### config.mk
export PLATFORM = sky130hd
export DESIGN_NAME = mem_client_reader
export DESIGN_NICKNAME = d
export VERILOG_FILES = /design/src/rtl/mannix_mem_pkg.sv /design/src/rtl/mem_client_fifo.sv /design/src/rtl/mem_client_reader.sv
export SDC_FILE = /design/constraint.sdc
export NUM_CORES = 1
export LEC_CHECK = 0
export ABC_CLOCK_PERIOD_IN_PS = 9100
export BUFFER_PORTS_ARGS = -buffer_cell sky130_fd_sc_hd__buf_2
export CAP_MARGIN = 15
export CORE_UTILIZATION = 50
export DETAILED_ROUTE_END_ITERATION = 7
export GPL_TIMING_DRIVEN = 0
export PLACE_DENSITY = 0.71
export SLEW_MARGIN = 20
export SYNTH_ARGS = -nofsm -noshare
export SYNTH_HDL_FRONTEND = slang
export SYNTH_SLANG_ARGS = --single-unit
### constraint.sdc
create_clock -name clk -period 9.1 [get_ports clk]
set_input_delay 2.275 -clock clk [delete_from_list [all_inputs] [get_ports clk]]
set_output_delay 2.275 -clock clk [all_outputs]
set_load 0.05 [all_outputs]
### src/rtl/mannix_mem_pkg.sv
// Shared types and constants for the memory-farm read client.
// Line lengths, request sizes and buffered line records live here.
package mannix_mem_pkg;

    localparam int ADDR_WIDTH  = 19;
    localparam int LINE_BYTES  = 32;
    localparam int LINE_BITS   = 8 * LINE_BYTES;
    localparam int SIZE_WIDTH  = 5;
    localparam int BYTES_WIDTH = 6;
    localparam int REM_WIDTH   = 16;

    typedef enum logic [1:0] {
        IDLE  = 2'd0,
        ISSUE = 2'd1,
        WAIT  = 2'd2,
        DONE  = 2'd3
    } rd_state_e;

    typedef struct packed {
        logic [LINE_BITS-1:0]   data;
        logic [BYTES_WIDTH-1:0] bytes;
        logic                   last;
    } line_s;

    // Bytes carried by the next line: the remaining count, capped at one full line.
    function automatic logic [BYTES_WIDTH-1:0] line_len_f(input logic [REM_WIDTH-1:0] rem);
        logic [BYTES_WIDTH-1:0] len;
        if (rem >= REM_WIDTH'(LINE_BYTES)) begin
            len = BYTES_WIDTH'(LINE_BYTES);
        end else begin
            len = rem[BYTES_WIDTH-1:0];
        end
        return len;
    endfunction

endpackage

### src/rtl/mem_client_fifo.sv
// First-word fall-through line buffer between the memory farm and the compute engine.
// The head entry is presented directly from storage; count reports occupancy.
module mem_client_fifo
    import mannix_mem_pkg::*;
#(
    parameter int DEPTH = 4,
    localparam int PTR_W = $clog2(DEPTH),
    localparam int CNT_W = PTR_W + 1
) (
    input  logic             clk,
    input  logic             rst,
    input  logic             push,
    input  line_s            push_line,
    input  logic             pop,
    output line_s            head,
    output logic             head_valid,
    output logic [CNT_W-1:0] count
);

    line_s            mem_r [DEPTH];
    logic [PTR_W-1:0] wr_ptr_r;
    logic [PTR_W-1:0] rd_ptr_r;
    logic [CNT_W-1:0] count_r;
    logic             do_push_s;
    logic             do_pop_s;

    // Qualify push/pop against occupancy so the pointers never over/underrun.
    always_comb begin
        do_pop_s  = pop && (count_r != CNT_W'(0));
        do_push_s = push && ((count_r != CNT_W'(DEPTH)) || do_pop_s);
    end

    // Line storage write port.
    always_ff @(posedge clk) begin
        if (do_push_s) begin
            mem_r[wr_ptr_r] <= push_line;
        end
    end

    // Pointer and occupancy bookkeeping.
    always_ff @(posedge clk) begin
        if (rst) begin
            wr_ptr_r <= PTR_W'(0);
            rd_ptr_r <= PTR_W'(0);
            count_r  <= CNT_W'(0);
        end else begin
            if (do_push_s) begin
                wr_ptr_r <= wr_ptr_r + PTR_W'(1);
            end
            if (do_pop_s) begin
                rd_ptr_r <= rd_ptr_r + PTR_W'(1);
            end
            case ({do_push_s, do_pop_s})
                2'b10:   count_r <= count_r + CNT_W'(1);
                2'b01:   count_r <= count_r - CNT_W'(1);
                default: count_r <= count_r;
            endcase
        end
    end

    assign head       = mem_r[rd_ptr_r];
    assign head_valid = (count_r != CNT_W'(0));
    assign count      = count_r;

endmodule

### src/rtl/mem_client_reader.sv
// Initiator side of the mem_intf_read protocol: splits a read job into line requests,
// keeps one request outstanding and streams returned lines out through a small FIFO.
module mem_client_reader
    import mannix_mem_pkg::*;
#(
    parameter int FIFO_DEPTH = 4,
    parameter int TIMEOUT    = 1023
) (
    input  logic                   clk,
    input  logic                   rst,
    input  logic                   job_valid,
    output logic                   job_ready,
    input  logic [ADDR_WIDTH-1:0]  job_addr,
    input  logic [REM_WIDTH-1:0]   job_bytes,
    output logic                   job_done,
    output logic                   job_err,
    output logic                   mem_req,
    output logic [ADDR_WIDTH-1:0]  mem_start_addr,
    output logic [SIZE_WIDTH-1:0]  mem_size_bytes,
    input  logic                   mem_valid,
    input  logic [LINE_BITS-1:0]   mem_data,
    output logic                   out_valid,
    input  logic                   out_ready,
    output logic [LINE_BITS-1:0]   out_data,
    output logic [BYTES_WIDTH-1:0] out_bytes,
    output logic                   out_last
);

    localparam int CNT_W = $clog2(FIFO_DEPTH) + 1;
    localparam int WD_W  = $clog2(TIMEOUT + 1);
    localparam logic [WD_W-1:0] WD_MAX = WD_W'(TIMEOUT);

    rd_state_e              state_r;
    rd_state_e              state_nxt_s;
    logic [ADDR_WIDTH-1:0]  addr_r;
    logic [REM_WIDTH-1:0]   rem_r;
    logic [WD_W-1:0]        wd_r;
    logic                   mem_req_r;
    logic [ADDR_WIDTH-1:0]  mem_start_addr_r;
    logic [SIZE_WIDTH-1:0]  mem_size_r;
    logic                   job_done_r;
    logic                   job_err_r;

    logic                   accept_s;
    logic                   can_issue_s;
    logic                   push_s;
    logic                   timeout_s;
    logic [BYTES_WIDTH-1:0] len_s;
    line_s                  push_line_s;
    line_s                  head_s;
    logic                   head_valid_s;
    logic [CNT_W-1:0]       fifo_count_s;

    // Per-state control decode and next-state selection.
    always_comb begin
        state_nxt_s = state_r;
        push_s      = 1'b0;
        accept_s    = job_valid && (state_r == IDLE);
        // Issuing only with a free slot is what makes an overflow impossible.
        can_issue_s = (fifo_count_s < CNT_W'(FIFO_DEPTH));
        timeout_s   = (wd_r == WD_MAX);
        len_s       = line_len_f(rem_r);
        push_line_s = '{data: mem_data, bytes: len_s, last: (rem_r <= REM_WIDTH'(LINE_BYTES))};
        case (state_r)
            IDLE: begin
                if (accept_s) begin
                    state_nxt_s = (job_bytes == REM_WIDTH'(0)) ? DONE : ISSUE;
                end else begin
                    state_nxt_s = IDLE;
                end
            end
            ISSUE: begin
                if (can_issue_s) begin
                    state_nxt_s = WAIT;
                end else begin
                    state_nxt_s = ISSUE;
                end
            end
            WAIT: begin
                if (mem_valid) begin
                    push_s      = 1'b1;
                    state_nxt_s = push_line_s.last ? DONE : ISSUE;
                end else if (timeout_s) begin
                    state_nxt_s = DONE;
                end else begin
                    state_nxt_s = WAIT;
                end
            end
            DONE:    state_nxt_s = IDLE;
            default: state_nxt_s = IDLE;
        endcase
    end

    // Job bookkeeping, request registers and the line watchdog.
    always_ff @(posedge clk) begin
        if (rst) begin
            state_r          <= IDLE;
            addr_r           <= ADDR_WIDTH'(0);
            rem_r            <= REM_WIDTH'(0);
            wd_r             <= WD_W'(0);
            mem_req_r        <= 1'b0;
            mem_start_addr_r <= ADDR_WIDTH'(0);
            mem_size_r       <= SIZE_WIDTH'(0);
            job_done_r       <= 1'b0;
            job_err_r        <= 1'b0;
        end else begin
            state_r    <= state_nxt_s;
            job_done_r <= (state_r == DONE);
            case (state_r)
                IDLE: begin
                    if (accept_s) begin
                        addr_r    <= job_addr;
                        rem_r     <= job_bytes;
                        job_err_r <= 1'b0;
                    end
                end
                ISSUE: begin
                    if (can_issue_s) begin
                        mem_req_r        <= 1'b1;
                        mem_start_addr_r <= addr_r;
                        mem_size_r       <= SIZE_WIDTH'(len_s - BYTES_WIDTH'(1));
                        wd_r             <= WD_W'(0);
                    end
                end
                WAIT: begin
                    if (mem_valid) begin
                        mem_req_r <= 1'b0;
                        rem_r     <= rem_r - REM_WIDTH'(len_s);
                        addr_r    <= addr_r + ADDR_WIDTH'(LINE_BYTES);
                    end else if (timeout_s) begin
                        mem_req_r <= 1'b0;
                        job_err_r <= 1'b1;
                    end else begin
                        wd_r <= wd_r + WD_W'(1);
                    end
                end
                default: begin
                end
            endcase
        end
    end

    mem_client_fifo #(
        .DEPTH (FIFO_DEPTH)
    ) u_fifo (
        .clk        (clk),
        .rst        (rst),
        .push       (push_s),
        .push_line  (push_line_s),
        .pop        (out_ready),
        .head       (head_s),
        .head_valid (head_valid_s),
        .count      (fifo_count_s)
    );

    assign job_ready      = (state_r == IDLE);
    assign job_done       = job_done_r;
    assign job_err        = job_err_r;
    assign mem_req        = mem_req_r;
    assign mem_start_addr = mem_start_addr_r;
    assign mem_size_bytes = mem_size_r;
    assign out_valid      = head_valid_s;
    assign out_data       = head_s.data;
    assign out_bytes      = head_s.bytes;
    assign out_last       = head_s.last;

endmodule

======== Word level (Yosys, flattened, before mapping) ========
Memory sizes are Yosys's and may differ from the RTL's. A register that Yosys moved wholly into a read port is not among the register bits.
Cells that the tools add are included.
cells by class
  add/subtract/negate cells ............... 8
  $lt $le $gt $ge ......................... 3
  equality and inequality tests ........... 14
  muxes and demuxes ....................... 33
  reduce and logical (&&, ||, !) cells .... 15
operators by type and width
  cell                                                                 count
  two-way mux 19 bit                                                   2
  case mux 19 bit (2 select lines)                                     1
  two-way mux 16 bit                                                   2
  case mux 16 bit (2 select lines)                                     1
  two-way mux 10 bit                                                   3
  case mux 10 bit (2 select lines)                                     1
  adder 19 x 6 -> 19 bit (second input constant)                       1
  greater-or-equal comparator 16 x 6 -> 1 bit (second input constant)  1
  <= comparator 16 x 6 -> 1 bit (second input constant)                1
  logical NOT 16 bit                                                   1
  subtractor 16 x 6 -> 16 bit                                          1
  two-way mux 2 bit                                                    7
  two-way mux 1 bit                                                    11
  adder 10 x 1 -> 10 bit (second input constant)                       1
  equality test 10 bit (second input constant)                         1
  != test 2 bit (second input constant)                                5
  case mux 2 bit (4 select lines)                                      1
  AND reduction 4 bit                                                  2
  equality test 2 bit (second input constant)                          3
  two-way mux 6 bit                                                    1
  != test 3 bit (second input constant)                                2
  case mux 3 bit (2 select lines)                                      1
  AND reduction 3 bit                                                  2
  nonzero test 2 bit                                                   3
  other kinds (13)                                                     18
word-level totals
  register bits ........................... 81
  bits in writable memories ............... 1,052
  output and inout port bits .............. 292
  memories kept ........................... 1
memory list
  memory        words  width  rd ports  clocked after Yosys merged registers in  wr ports  RTL line               RTL
  u_fifo.mem_r  4      263    1         1                                        1         mem_client_fifo.sv:20  line_s mem_r [DEPTH];

======== Logic depth before layout (Yosys ltp) ========
  depth in word-level cells ............... 6
  gate-level depth with buffers ........... 13

======== Modules after synthesis ========
Synthesis repeated with hierarchy kept, for this count alone.
second synthesis, totals
  cell total of the unflattened synthesis .. 1,921
  area, all modules ....................... 42,258.0 um^2
modules (own cells, without submodules)
  module             instances  cells each  area an instance (um^2)  sequential area each (um^2)
  mem_client_fifo    1          1,429       38,338.0                 31,770.5
  mem_client_reader  1          492         3,920.0                  1,481.4

======== Worst setup path before layout ========
Ideal clock, no wire load.
  path type ............................... input -> register
  start point ............................. input mem_valid
  end point ............................... memory u_fifo.mem_r[1][0] (netlist bit) (enable)
  data arrival time ....................... 9.031 ns
  data required time ...................... 8.443 ns
  slack ................................... -0.589 ns
  stages .................................. 4
  path buffers ............................ 1
  cell sequence ........................... clkbuf_1 nand3b_1 nor2_1 and2_1
between the ends
  cells in the longest elaborated chain, start to end .. 5
ends and longest elaborated chain
  element                                  RTL line                 RTL
  from (decl)                              mem_client_reader.sv:20  input logic mem_valid,
  two-way mux 1 bit                        mem_client_reader.sv:80  if (mem_valid) begin
  two-way mux 1 bit                        mem_client_reader.sv:64  case (state_r)
  logical AND 1 bit                        mem_client_fifo.sv:30    do_push_s = push && ((count_r != CNT_W'(DEPTH)) || do_pop_s);
  two-way mux 1 bit                        mem_client_fifo.sv:35    if (do_push_s) begin
  two-way mux 1 bit (not written as such)  mem_client_fifo.sv:36    mem_r[wr_ptr_r] <= push_line;
  to (decl)                                mem_client_fifo.sv:20
No other way between the ends.

==> impl_metrics.tcl <==
set metrics [dict create \
    max_stage_delay_ns 0.76 \
    clock-sinks 1135 \
    die_area_um2 85500 \
    synth_top_area_frac 0.749 \
    syn_area_um2 42200 \
    place.gp.congestion 0.916 \
    wl_per_cell_um 24.8 \
    yosysTopAreaCell "edfxtp_1" \
    yosysWarningCount 0 \
    r2r_slack_ns 5.89 \
    areaGrowthSynthToFinish_pct 20.7 \
    viasPerCell 5.72 \
    syn_avg_cell_area_um2 21.9 \
    cts_root_buffer "clkbuf_16" \
    remaining_drc_errors 0 \
    status "finished clean" \
    wirelength_um 95300 \
    cp-start-kind "register" \
    cts.htree.levels 3 \
    numCtsBuffers 110 \
    cts_tree "yes" \
    hp-class "reg -> reg" \
    grt_overflow 0 \
    crit_arrival_ns 3.82 \
    grt_pass1_vias 22420 \
    nets 2956 \
    vdd_drop_max_uv 190 \
    final_cell_mix "edfxtp_1, buf_2, mux4_2, clkbuf_16, dfxtp_1" \
    relSlewSlack 0.273 \
    holdWs_ns 0.460 \
    setup_viol 0 \
    antenna_found_initial 31 \
    fin_util 0.609 \
    path_cells "clkbuf_1, buf_1, buf_2, mux4_2, buf_2" \
    cts_max_path_buffers 3 \
    fin_crit_ns 6.10 \
    report.power.total_uw 14100 \
    hold_violations 0 \
    drtAntennaViolNets 0 \
    synth_area_leaders "edfxtp_1, mux4_2, dfxtp_1" \
    yosysUniqueCellTypes 70 \
    synth-seq-cells 1135 \
    syn_inst 1925 \
    power_density_nw_per_um2 278 \
    cp_max_fo 10 \
    grt_max_degree 46 \
    synth_nets 2230 \
    die_h_um 292 \
    finalClockSkew_ns 0.0470 \
    cap_violations 0 \
    worst_pin_slew_ns 1.09 \
    synth-main-ff-cell "edfxtp_1" \
    drtIter0Drc 1456 \
    synth_edf_count 1052 \
    fin_area_um2 50900 \
    io_pins 588 \
    core_um2 83600 \
    die_w_um 292 \
    cts_setup_buffers 0 \
    cp_common_cell "buf_2" \
    std_cell_rows 106 \
    clk_pin_slew_ns 0.06 \
    port_buffers 586 \
    synthArstFlopShare 0 \
    insertion_delay_ns 0.69 \
    finalNonFillerCells 3845 \
    placed_cell_area_um2 47100 \
    cp_num_buf_inv 4 \
    drive_gt1_frac 0.394 \
    crit_path_end_kind "output port" \
    synth-seq-area-share 0.789 \
    dr.pass1.iters 7 \
    fmaxAchievable_ghz 0.164 \
    hpwlAfterDp_um 64700 \
    finalMaxSlewViolations 0 \
    critPathSlowestCell "clkbuf_1" \
    grt_pass1_wl_um 140000 \
    start_util 0.505 \
    worstSetupPathType "reg -> out" \
    grt_setup_unrepaired "false" \
    path_delay_family "buffers and inverters" \
    grtUsageTotal 0.220 \
    power.leakage_uw 0.0170 \
    required_ns 6.83 \
    dr_total_vias 21990 \
    period_share 0.670 \
    cts_resized 0 \
    place_inst 3619 \
    ctsHoldBuffers 0 \
    final_common_cell "edfxtp_1" \
]
==> cells in the mapped netlist (all sizes together) (3+ instances only) <==
| library cell | instances |
|---|---|
| and4 | 4 |
| a31oi | 10 |
| nand3b | 4 |
| and3 | 6 |
| o211ai | 5 |
| a311oi | 5 |
| o41ai | 4 |
| nor4 | 12 |
| o31ai | 4 |
| nand2b | 3 |
| nor4b | 7 |
| a211oi | 8 |
| nor2 | 29 |
| inv | 13 |
| edfxtp | 1052 |
| a41oi | 3 |
| nor2b | 3 |
| a32o | 3 |
| mux2i | 10 |
| a21oi | 55 |
| xor2 | 3 |
| clkbuf | 51 |
| or4 | 7 |
| mux4 | 263 |
| nor3 | 13 |
| a21o | 3 |
| nand4 | 11 |
| nand3 | 17 |
| dfxtp | 83 |
| and2 | 12 |
| ha | 8 |
| o21ai | 26 |
| nand2 | 83 |
| or3 | 15 |
| a22o | 4 |
| buf | 50 |
==> layout make-up <==
cell class,instances,area (um^2)
antenna,18,45.0
buffer,101,440
clock buffer,136,2880
clock inverter,72,830
fill,5933,32700
inverter,13,48.8
multi-input combinational,676,8440
sequential,1135,33300
tap,1080,1350
timing repair buffer,614,3590
==> path summary, 6_finish.rpt <==
check / cells after the start / endpoint / from
worst max-delay path: 5 / out_data[210] / register
worst min register to register: 2 / mem_start_addr[13] / mem_start_addr[13]
worst max register to register: 7 / u_fifo.mem_r[3][79] / state_r[0]
worst min-delay path: 2 / mem_start_addr[13] / mem_start_addr[13]
==> where the power goes <==
| part | leakage [uW] | total, uW | internal, uW | switching [uW] |
|---|---|---|---|---|
| Sequential | 0.0102 | 5870 | 5820 | 56.5 |
| Clock | 0.00179 | 4600 | 2680 | 1910 |
| Combinational | 0.00502 | 3670 | 1130 | 2540 |
==> per-stage QoR <==
step,worst slack [ns],TNS [ns]
after floorplan,2.36,0
after global placement,-0.813,-804.13
after detailed placement,3.53,0
after CTS,2.80,0
after global routing,2.78,0
final,3.00,0
==> flip-flops by register name, summed over array words and instances, names as in the netlist, named ones only <==
| signal | flops |
|---|---|
| state_r | 2 |
| u_fifo.count | 3 |
| u_fifo.mem_r | 1052 |
| u_fifo.wr_ptr_r | 2 |
| job_err | 1 |
| wd_r | 10 |
| rem_r | 16 |
| mem_req | 1 |
| u_fifo.rd_ptr_r | 2 |
| addr_r | 19 |
| mem_start_addr | 19 |
| job_done | 1 |
| mem_size_bytes | 5 |
==> layer usage <==
metal,up-vias,GRT usage,wire (um)
li1,9574,-,-
met1,11389,0.280,36600
met2,814,0.362,48400
met3,189,0.0599,7260
met4,24,0.0843,2920
met5,-,0,170
==> cell families after synthesis <==
logic type                 share of synthesized area
muxes                                          0.143
adders and majority gates                    0.00285
buffers and inverters                         0.0116
DFF                                            0.789
xor gates and xnor gates                     0.00104
and+or+nand+nor                               0.0292
AOI/OAI and AO/OA                             0.0233
other                                      0.0000889
==> tightest hold or removal path: stages, from the launching register on <==
cell	delay, ns
dfxtp_1	0.31
nand2_1	0.05
a21oi_1	0.05
(Power assumes the default switching activity.)
